`src/rtl/axi_lite_pkg.sv`:
```
// Shared AXI-Lite definitions: response codes and the response type.
// Reused by the register file and by the bridges in front of it.
package axi_lite_pkg;

  typedef logic [1:0] resp_t;

  localparam resp_t RESP_OKAY   = 2'b00;
  localparam resp_t RESP_EXOKAY = 2'b01;
  localparam resp_t RESP_SLVERR = 2'b10;
  localparam resp_t RESP_DECERR = 2'b11;

endpackage

```
`src/rtl/axi_lite_regfile.sv`:
```
// AXI-Lite subordinate backed by NUM_REGS 32-bit registers with byte-strobe writes.
// Define AXIL_REGFILE_DECERR_EN to answer out-of-range accesses with DECERR instead of SLVERR.
module axi_lite_regfile
  import axi_lite_pkg::*;
#(
  parameter int          ADDR_W    = 12,
  parameter int          NUM_REGS  = 16,
  parameter logic [31:0] RESET_VAL = 32'h0
) (
  input  logic                   clk,
  input  logic                   rst,
  input  logic                   aw_valid,
  output logic                   aw_ready,
  input  logic [ADDR_W-1:0]      aw_addr,
  input  logic                   w_valid,
  output logic                   w_ready,
  input  logic [31:0]            w_data,
  input  logic [3:0]             w_strb,
  output logic                   b_valid,
  input  logic                   b_ready,
  output logic [1:0]             b_resp,
  input  logic                   ar_valid,
  output logic                   ar_ready,
  input  logic [ADDR_W-1:0]      ar_addr,
  output logic                   r_valid,
  input  logic                   r_ready,
  output logic [31:0]            r_data,
  output logic [1:0]             r_resp,
  output logic [NUM_REGS*32-1:0] regs_o
);

  localparam int IDX_AW = ADDR_W - 2;
  localparam int IDX_W  = (NUM_REGS > 1) ? $clog2(NUM_REGS) : 1;

`ifdef AXIL_REGFILE_DECERR_EN
  localparam resp_t RESP_OOR = RESP_DECERR;
`else
  localparam resp_t RESP_OOR = RESP_SLVERR;
`endif

  function automatic logic in_range(input logic [IDX_AW-1:0] idx);
    return 32'(idx) < 32'(NUM_REGS);
  endfunction

  logic              aw_full_q, aw_full_d;
  logic [IDX_AW-1:0] aw_idx_q, aw_idx_d;
  logic              w_full_q, w_full_d;
  logic [31:0]       w_data_q, w_data_d;
  logic [3:0]        w_strb_q, w_strb_d;
  logic              b_valid_q, b_valid_d;
  resp_t             b_resp_q, b_resp_d;
  logic              r_valid_q, r_valid_d;
  logic [31:0]       r_data_q, r_data_d;
  resp_t             r_resp_q, r_resp_d;

  logic              wr_commit;
  logic [IDX_AW-1:0] ar_idx;
  logic              unused_addr_lsbs;

  assign ar_idx           = ar_addr[ADDR_W-1:2];
  assign unused_addr_lsbs = ^{aw_addr[1:0], ar_addr[1:0]};

  // Ready depends only on registered state so an initiator can never form a combinational loop.
  assign aw_ready  = !aw_full_q && !b_valid_q;
  assign w_ready   = !w_full_q && !b_valid_q;
  assign ar_ready  = !r_valid_q;
  assign wr_commit = aw_full_q && w_full_q;

  assign b_valid = b_valid_q;
  assign b_resp  = b_resp_q;
  assign r_valid = r_valid_q;
  assign r_data  = r_data_q;
  assign r_resp  = r_resp_q;

  always_comb begin
    aw_full_d = aw_full_q;
    aw_idx_d  = aw_idx_q;
    w_full_d  = w_full_q;
    w_data_d  = w_data_q;
    w_strb_d  = w_strb_q;
    b_valid_d = b_valid_q;
    b_resp_d  = b_resp_q;
    r_valid_d = r_valid_q;
    r_data_d  = r_data_q;
    r_resp_d  = r_resp_q;

    if (aw_valid && aw_ready) begin
      aw_full_d = 1'b1;
      aw_idx_d  = aw_addr[ADDR_W-1:2];
    end
    if (w_valid && w_ready) begin
      w_full_d = 1'b1;
      w_data_d = w_data;
      w_strb_d = w_strb;
    end

    if (wr_commit) begin
      aw_full_d = 1'b0;
      w_full_d  = 1'b0;
      b_valid_d = 1'b1;
      b_resp_d  = in_range(aw_idx_q) ? RESP_OKAY : RESP_OOR;
    end else if (b_valid_q && b_ready) begin
      b_valid_d = 1'b0;
    end

    // Register values are sampled before this edge's commit, so a colliding read sees the old data.
    if (ar_valid && ar_ready) begin
      r_valid_d = 1'b1;
      if (in_range(ar_idx)) begin
        r_data_d = regs_o[32*ar_idx[IDX_W-1:0] +: 32];
        r_resp_d = RESP_OKAY;
      end else begin
        r_data_d = 32'h0;
        r_resp_d = RESP_OOR;
      end
    end else if (r_valid_q && r_ready) begin
      r_valid_d = 1'b0;
    end
  end

  always_ff @(posedge clk) begin
    if (rst) begin
      aw_full_q <= 1'b0;
      aw_idx_q  <= '0;
      w_full_q  <= 1'b0;
      w_data_q  <= 32'h0;
      w_strb_q  <= 4'h0;
      b_valid_q <= 1'b0;
      b_resp_q  <= RESP_OKAY;
      r_valid_q <= 1'b0;
      r_data_q  <= 32'h0;
      r_resp_q  <= RESP_OKAY;
    end else begin
      aw_full_q <= aw_full_d;
      aw_idx_q  <= aw_idx_d;
      w_full_q  <= w_full_d;
      w_data_q  <= w_data_d;
      w_strb_q  <= w_strb_d;
      b_valid_q <= b_valid_d;
      b_resp_q  <= b_resp_d;
      r_valid_q <= r_valid_d;
      r_data_q  <= r_data_d;
      r_resp_q  <= r_resp_d;
    end
  end

  for (genvar gi = 0; gi < NUM_REGS; gi++) begin : g_reg
    logic [31:0] reg_q, reg_d;

    always_comb begin
      reg_d = reg_q;
      if (wr_commit && aw_idx_q == IDX_AW'(gi)) begin
        for (int b = 0; b < 4; b++) begin
          if (w_strb_q[b]) reg_d[8*b +: 8] = w_data_q[8*b +: 8];
        end
      end
    end

    always_ff @(posedge clk) begin
      if (rst) reg_q <= RESET_VAL;
      else     reg_q <= reg_d;
    end

    assign regs_o[32*gi +: 32] = reg_q;
  end

endmodule

```
`config.mk`:
```
export PLATFORM = sky130hd
export DESIGN_NAME = axi_lite_regfile
export DESIGN_NICKNAME = d
export VERILOG_FILES = /design/src/rtl/axi_lite_pkg.sv /design/src/rtl/axi_lite_regfile.sv
export SDC_FILE = /design/constraint.sdc
export NUM_CORES = 1
export LEC_CHECK = 0
export CORE_MARGIN = 3
export CORE_UTILIZATION = 30
export CTS_CLUSTER_DIAMETER = 60
export CTS_CLUSTER_SIZE = 25
export DETAILED_ROUTE_END_ITERATION = 16
export PLACE_DENSITY_LB_ADDON = 0.2
export SLEW_MARGIN = 20
export SYNTH_ARGS = -nofsm -noshare
export SYNTH_HDL_FRONTEND = slang
export SYNTH_SLANG_ARGS = --single-unit
```
`constraint.sdc`:
```
create_clock -name clk -period 2 [get_ports clk]
set_input_delay 0.3 -clock clk [delete_from_list [all_inputs] [get_ports clk]]
set_output_delay 0.3 -clock clk [all_outputs]
set_load 0.02 [all_outputs]
```
After elaboration in Yosys (flattened, before gate mapping)
Index checks and enable logic that the tools add are counted.
Operators by class
  $lt $le $gt $ge: 2
  eq/ne operators: 15
  shift-type cells: 1
  multiplexer cells: 7
  reductions and logical operators: 96
Operators by type and width (count)
  $shiftx 512x10->32: 1
  $reduce_and 2->1: 64
  $eq 10x4->1 const B: 8
  $eq 10x3->1 const B: 4
  $mux 32: 1
  $logic_and 1x1->1: 24
  $eq 10x2->1 const B: 2
  $lt 10x5->1 const B: 2
  $eq 10x1->1 const B: 1
  $logic_not 10->1: 1
  $logic_not 1->1: 4
  $mux 1: 4
  $mux 2: 2
  $reduce_bool 2->1: 2
  $reduce_or 2->1: 1
Storage, ports and cells
  register bits: 598
  input bits: 67
  output and inout port bits: 553
  logic and storage cells: 195

Depth between registers and ports, before layout
  depth after elaboration: 3
  mapped depth: 7
  depth with buffers taken out: 4

Worst setup path before layout
No wires, ideal clock.
  path kind: input-to-reg
  start point: input ar_addr[2]
  end point: register r_data_q[30], in the netlist r_data[30]
  setup time: 0.122 ns
  data arrival time: 1.956 ns
  data required time: 1.878 ns
  setup slack: -0.078 ns
  stages on the path: 4
  buffers on the path: 1
  cell sequence: clkbuf_1 mux4_2 mux2_2 a221o_1
Between the ends
  word-level cells in the longest chain between the ends: 2
  elaborated cells on any way between the ends: 3
  those cells by class: 1 x order compare; 1 x shift; 1 x mux
RTL lines
  start, declared: line axi_lite_regfile.sv:24  | input logic [ADDR_W-1:0] ar_addr,
  $shiftx 512x10->32 / $lt 10x5->1 (equally long branches): line axi_lite_regfile.sv:110, axi_lite_regfile.sv:42
  $mux 32 *: line axi_lite_regfile.sv:109  | if (in_range(ar_idx)) begin
  end signal, assigned: line axi_lite_regfile.sv:142  | r_data_q <= r_data_d;
  end, declared: line axi_lite_regfile.sv:53  | logic [31:0] r_data_q, r_data_d;
Every way passes the cells marked *; elsewhere a longest branch is shown, timed or not.
A chain may end at the register's enable or synchronous reset.

Final worst setup path
  start point: register aw_idx_q[4]
  end point: register g_reg[14].reg_q[7]
Between the ends
  word-level cells in the longest chain between the ends: 3
RTL lines
  start, declared: line axi_lite_regfile.sv:46  | logic [IDX_AW-1:0] aw_idx_q, aw_idx_d;
  start signal, assigned: line axi_lite_regfile.sv:135  | aw_idx_q <= aw_idx_d;
  $eq 10x4->1: line axi_lite_regfile.sv:152  | if (wr_commit && aw_idx_q == IDX_AW'(gi)) begin
  $logic_and 1x1->1: line axi_lite_regfile.sv:152
  $reduce_and 2->1 (no line)
  end signal, assigned: line axi_lite_regfile.sv:161  | else reg_q <= reg_d;
  end, declared: line axi_lite_regfile.sv:148  | logic [31:0] reg_q, reg_d;
Every way passes these cells.

==> reports/results.tsv <==
stage	metric	value	unit
status	run_status	finished, final reports clean	
global_route	grt_util_all_layers	26.24	%
logic_synthesis	synth.top_cells.by_count	sky130_fd_sc_hd__dfxtp_1 (596), sky130_fd_sc_hd__a21oi_1 (562), sky130_fd_sc_hd__nand3_1 (527)	
setup_path	worstPathCellList	or4_4 -> buf_12 -> nor2_4 -> buf_4 -> buf_12 -> buf_4 -> nand3_1 -> a21oi_1	
drt	dr_total_vias	26990	
drt	finalWirelength	127700	µm
timing	setup_violations	0	
logic_synthesis	post_synth_num_cell_types	36	
setup_path	cp_max_fo	9	
layout	layout-area-overhead-vs-synth	41.26	%
logic_synthesis	yosys.cell_count.top_type	sky130_fd_sc_hd__dfxtp_1	
logic_synthesis	synth.top_cell.area_share	45.06	%
drt	met1Wirelength	53720	µm
pwr	vdd.ir_drop.worst	0.6558	mV
timing	fin_crit_sh	99.27	%
logic_synthesis	register_bit_count_reported_by_yosys	596	
global_route	number_of_antenna_violations_at_the_first_check_in_global_routing	1	
logic_synthesis	yosysWarningCount	0	
floorplan	placement_rows	108	
timing	report.final.hold_viol_count	0	
timing	worst_clock_skew	28.26	ps
floorplan	start_util	30.38	%
drt	wire_per_inst	27.01	µm
pwr	power.density_cell_area	713.9	mW/mm²
setup_path	crit_path_max_incr_delay	550	ps
clock_tree	cts_inserted_buffers	58	
logic_synthesis	synth_instances	3013	
run	drv_cap	0	
setup_path	crit_type	flop to flop	
global_route	grt_remaining_overflow	0	
clock_tree	cts_num_sinks	596	
layout	drive_gt1_share	15.48	%
floorplan	die_height	303.1	µm
pwr	share_clk_of_total_power	45.9	%
setup_path	timing.critical_path.to_type	flop	
clock_tree	clk_path_buf_depth	3	
floorplan	io-pin-count	620	
setup_path	setup.worst_path.start_class	flop	
floorplan	dieWidth	303.1	µm
placed_design	preCtsSetupSlack	-169.1	ps
logic_synthesis	synth_enable_flop_cells	0	
drt	met3WireLength	10210	µm
timing	timing.final.max_slew_violations	0	
timing	worst_pin_slew	894.1	ps
pwr	report.power.total	26.70	mW
drt	dr.max_layer_used	met5	
pwr	combinational_power_share	8.9	%
timing	slew_headroom	40.39	%
clock_tree	clkLatencyLatePin	650	ps
drt	drcViolationCount	0	
timing	grt_setup_unrepaired	true	
pwr	power.internal	19.02	mW
drt	drt_first_pass_iters	6	
timing	fmaxAchievable	0.5037	GHz
floorplan	floorplan.die_area	0.09186	mm²
global_route	grt_pass1_vias	25580	
layout	fin_nets	3591	
clock_tree	cts_root_buf	sky130_fd_sc_hd__clkbuf_16	
pwr	switching_portion_of_total_power	28.76	%
clock_tree	clock_tree_from_tritoncts	yes	
logic_synthesis	syn-cell-area	0.02648	mm²
logic_synthesis	synthFlopType	sky130_fd_sc_hd__dfxtp_1	
global_route	grt_first_pass_wirelength	182100	µm
setup_path	critical_path_top_delay_cell	sky130_fd_sc_hd__or4_4	
drt	drt_iter0_drc	2932	
timing	period_needed	1985	ps
floorplan	placeableCoreArea	0.08716	mm²
logic_synthesis	synth.area.top_cells	sky130_fd_sc_hd__dfxtp_1 (45%), sky130_fd_sc_hd__mux4_2 (11%), sky130_fd_sc_hd__a21oi_1 (11%)	
setup_path	worst_ep_required_time	2560	ps
setup_path	cp_data_arrival_time	2550	ps
min_path	worst_hold_path_type	input port to flop	
logic_synthesis	yosysSeqAreaShare	45.06	%
placed_design	detailedPlacementHpwl	86180	µm
drt	met2WireLength	59510	µm
pwr	power.net_switching	7.680	mW
timing	fin_setup_tns	0	ps
pwr	power_frac_seq	45.2	%
logic_synthesis	synthDominantAreaCellType	sky130_fd_sc_hd__dfxtp_1	
logic_synthesis	async_flop_share	0	%
pwr	leak_pwr	14.38	nW
placed_design	portBuffers	613	
drt	post_drt_via_cell_ratio	5.707	
placed_design	globalplace.congestion	0.8797	
global_route	largest_net_degree_at_the_start_of_global_routing	160	
timing	setup_slack	14.55	ps
drt	postRouteAntennaNets	0	
clock_tree	h-tree-depth	2	
clock_tree	clkSlewWorstSetupHoldPaths	80	ps
logic_synthesis	avgSynthCellArea	8.787	µm²
## critical path, delay by kind of cell, from the launching register on
kind,cells,cell delay [ps]
AND/OR/NAND/NOR,3,780
buffers and inverters,4,620
AO/OA/AOI/OAI,1,170
flip-flops,1,320
## logic make-up after synthesis
group           synth area share [%]
compound gates                 21.60
buf+inv                        6.285
flops                          45.06
mux                            13.46
other cells                  0.01416
simple gates                   13.58
## cells in the final DEF, fill, tap and decap left out, types with 8 or more instances in the layout
cell	n
sky130_fd_sc_hd__buf_4	127
sky130_fd_sc_hd__o21ai_0	512
sky130_fd_sc_hd__nor3_4	9
sky130_fd_sc_hd__clkdlybuf4s50_1	285
sky130_fd_sc_hd__nand3_1	527
sky130_fd_sc_hd__dfxtp_1	595
sky130_fd_sc_hd__inv_6	17
sky130_fd_sc_hd__clkbuf_16	63
sky130_fd_sc_hd__nor2_1	40
sky130_fd_sc_hd__buf_6	8
sky130_fd_sc_hd__mux2i_1	32
sky130_fd_sc_hd__mux4_2	128
sky130_fd_sc_hd__clkinv_8	9
sky130_fd_sc_hd__nand2_1	96
sky130_fd_sc_hd__dlymetal6s2s_1	54
sky130_fd_sc_hd__buf_12	84
sky130_fd_sc_hd__a21oi_1	547
sky130_fd_sc_hd__a221o_1	32
sky130_fd_sc_hd__a21oi_2	15
sky130_fd_sc_hd__nor3_2	10
sky130_fd_sc_hd__dlygate4sd2_1	270
sky130_fd_sc_hd__mux2_2	32
## stage by stage
step	cells	hold slack, ps	cell area [µm²]	util (%)
after global routing	4728	167.9	37400	42.91
final	4729	192.9	37400	42.91
after global placement	4600	443.4	35150	40.33
after CTS	4716	150.7	36980	42.42
after detailed placement	4600	449.0	35150	40.33
after floorplan	3014	399.0	26490	-
## flip-flops by register name, indices dropped and copies added, names as in the netlist
name and flops:
aw_full_q 1, aw_idx_q 10, b_resp 1, b_valid 1, g.reg_q 512, r_data 32, r_resp 1, r_valid 1
w_data_q 32, w_full_q 1, w_strb_q 4
## cell type report
| cell class | count | area, µm² |
|---|---|---|
| well taps | 1155 | 1445 |
| inverters | 5 | 18.77 |
| repair buffers | 836 | 8773 |
| clock inverters | 48 | 621.8 |
| fillers | 8608 | 49760 |
| clock buffers | 61 | 1484 |
| flip-flops and latches | 596 | 11930 |
| multi-input cells | 2027 | 13120 |
| diodes | 1 | 2.502 |
## worst paths after layout
| check | cells after the start | start | end | slack (ps) |
|---|---|---|---|---|
| worst max register to register | 8 | aw_idx_q[4]$_SDFFE_PP0P_ | g_reg[14].reg_q[7]$_SDFFE_PP0P_ | 10 |
| worst min register to register | 2 | w_data_q[28]$_SDFFE_PP0P_ | w_data_q[28]$_SDFFE_PP0P_ | 460 |
| worst min-delay path | 3 | w_data[23] | w_data_q[23]$_SDFFE_PP0P_ | 190 |
| worst max-delay path | 8 | aw_idx_q[4]$_SDFFE_PP0P_ | g_reg[14].reg_q[7]$_SDFFE_PP0P_ | 10 |
## power by group through the flow
stage	registers [mW]	clock network [mW]	logic, mW
after global placement	12.3	0	2.29
after CTS	12.1	12.5	2.31
final	12.1	12.3	2.38
after floorplan	12.2	0	1.17
after global routing	12.1	12.9	2.50
after detailed placement	12.3	0	2.29
## layer usage
metal / global-route usage, % / up-vias
met1: 36.01 / 13430
met5: 0 / -
li1: - / 12050
met3: 4.537 / 210
met4: 8.783 / 2
met2: 41.77 / 1301
## timing repair
action / 4_1_cts / 5_1_grt
cloned: 0 / 5
endpoints found under the setup margin: 304 / 400
setup buffers: 6 / 7
hold endpoints to repair: 13 / 0
pin swaps: 1 / 5
resized for setup: 270 / 82
hold buffers: 1 / 0
Note: power is estimated with default switching activity, not from simulation.
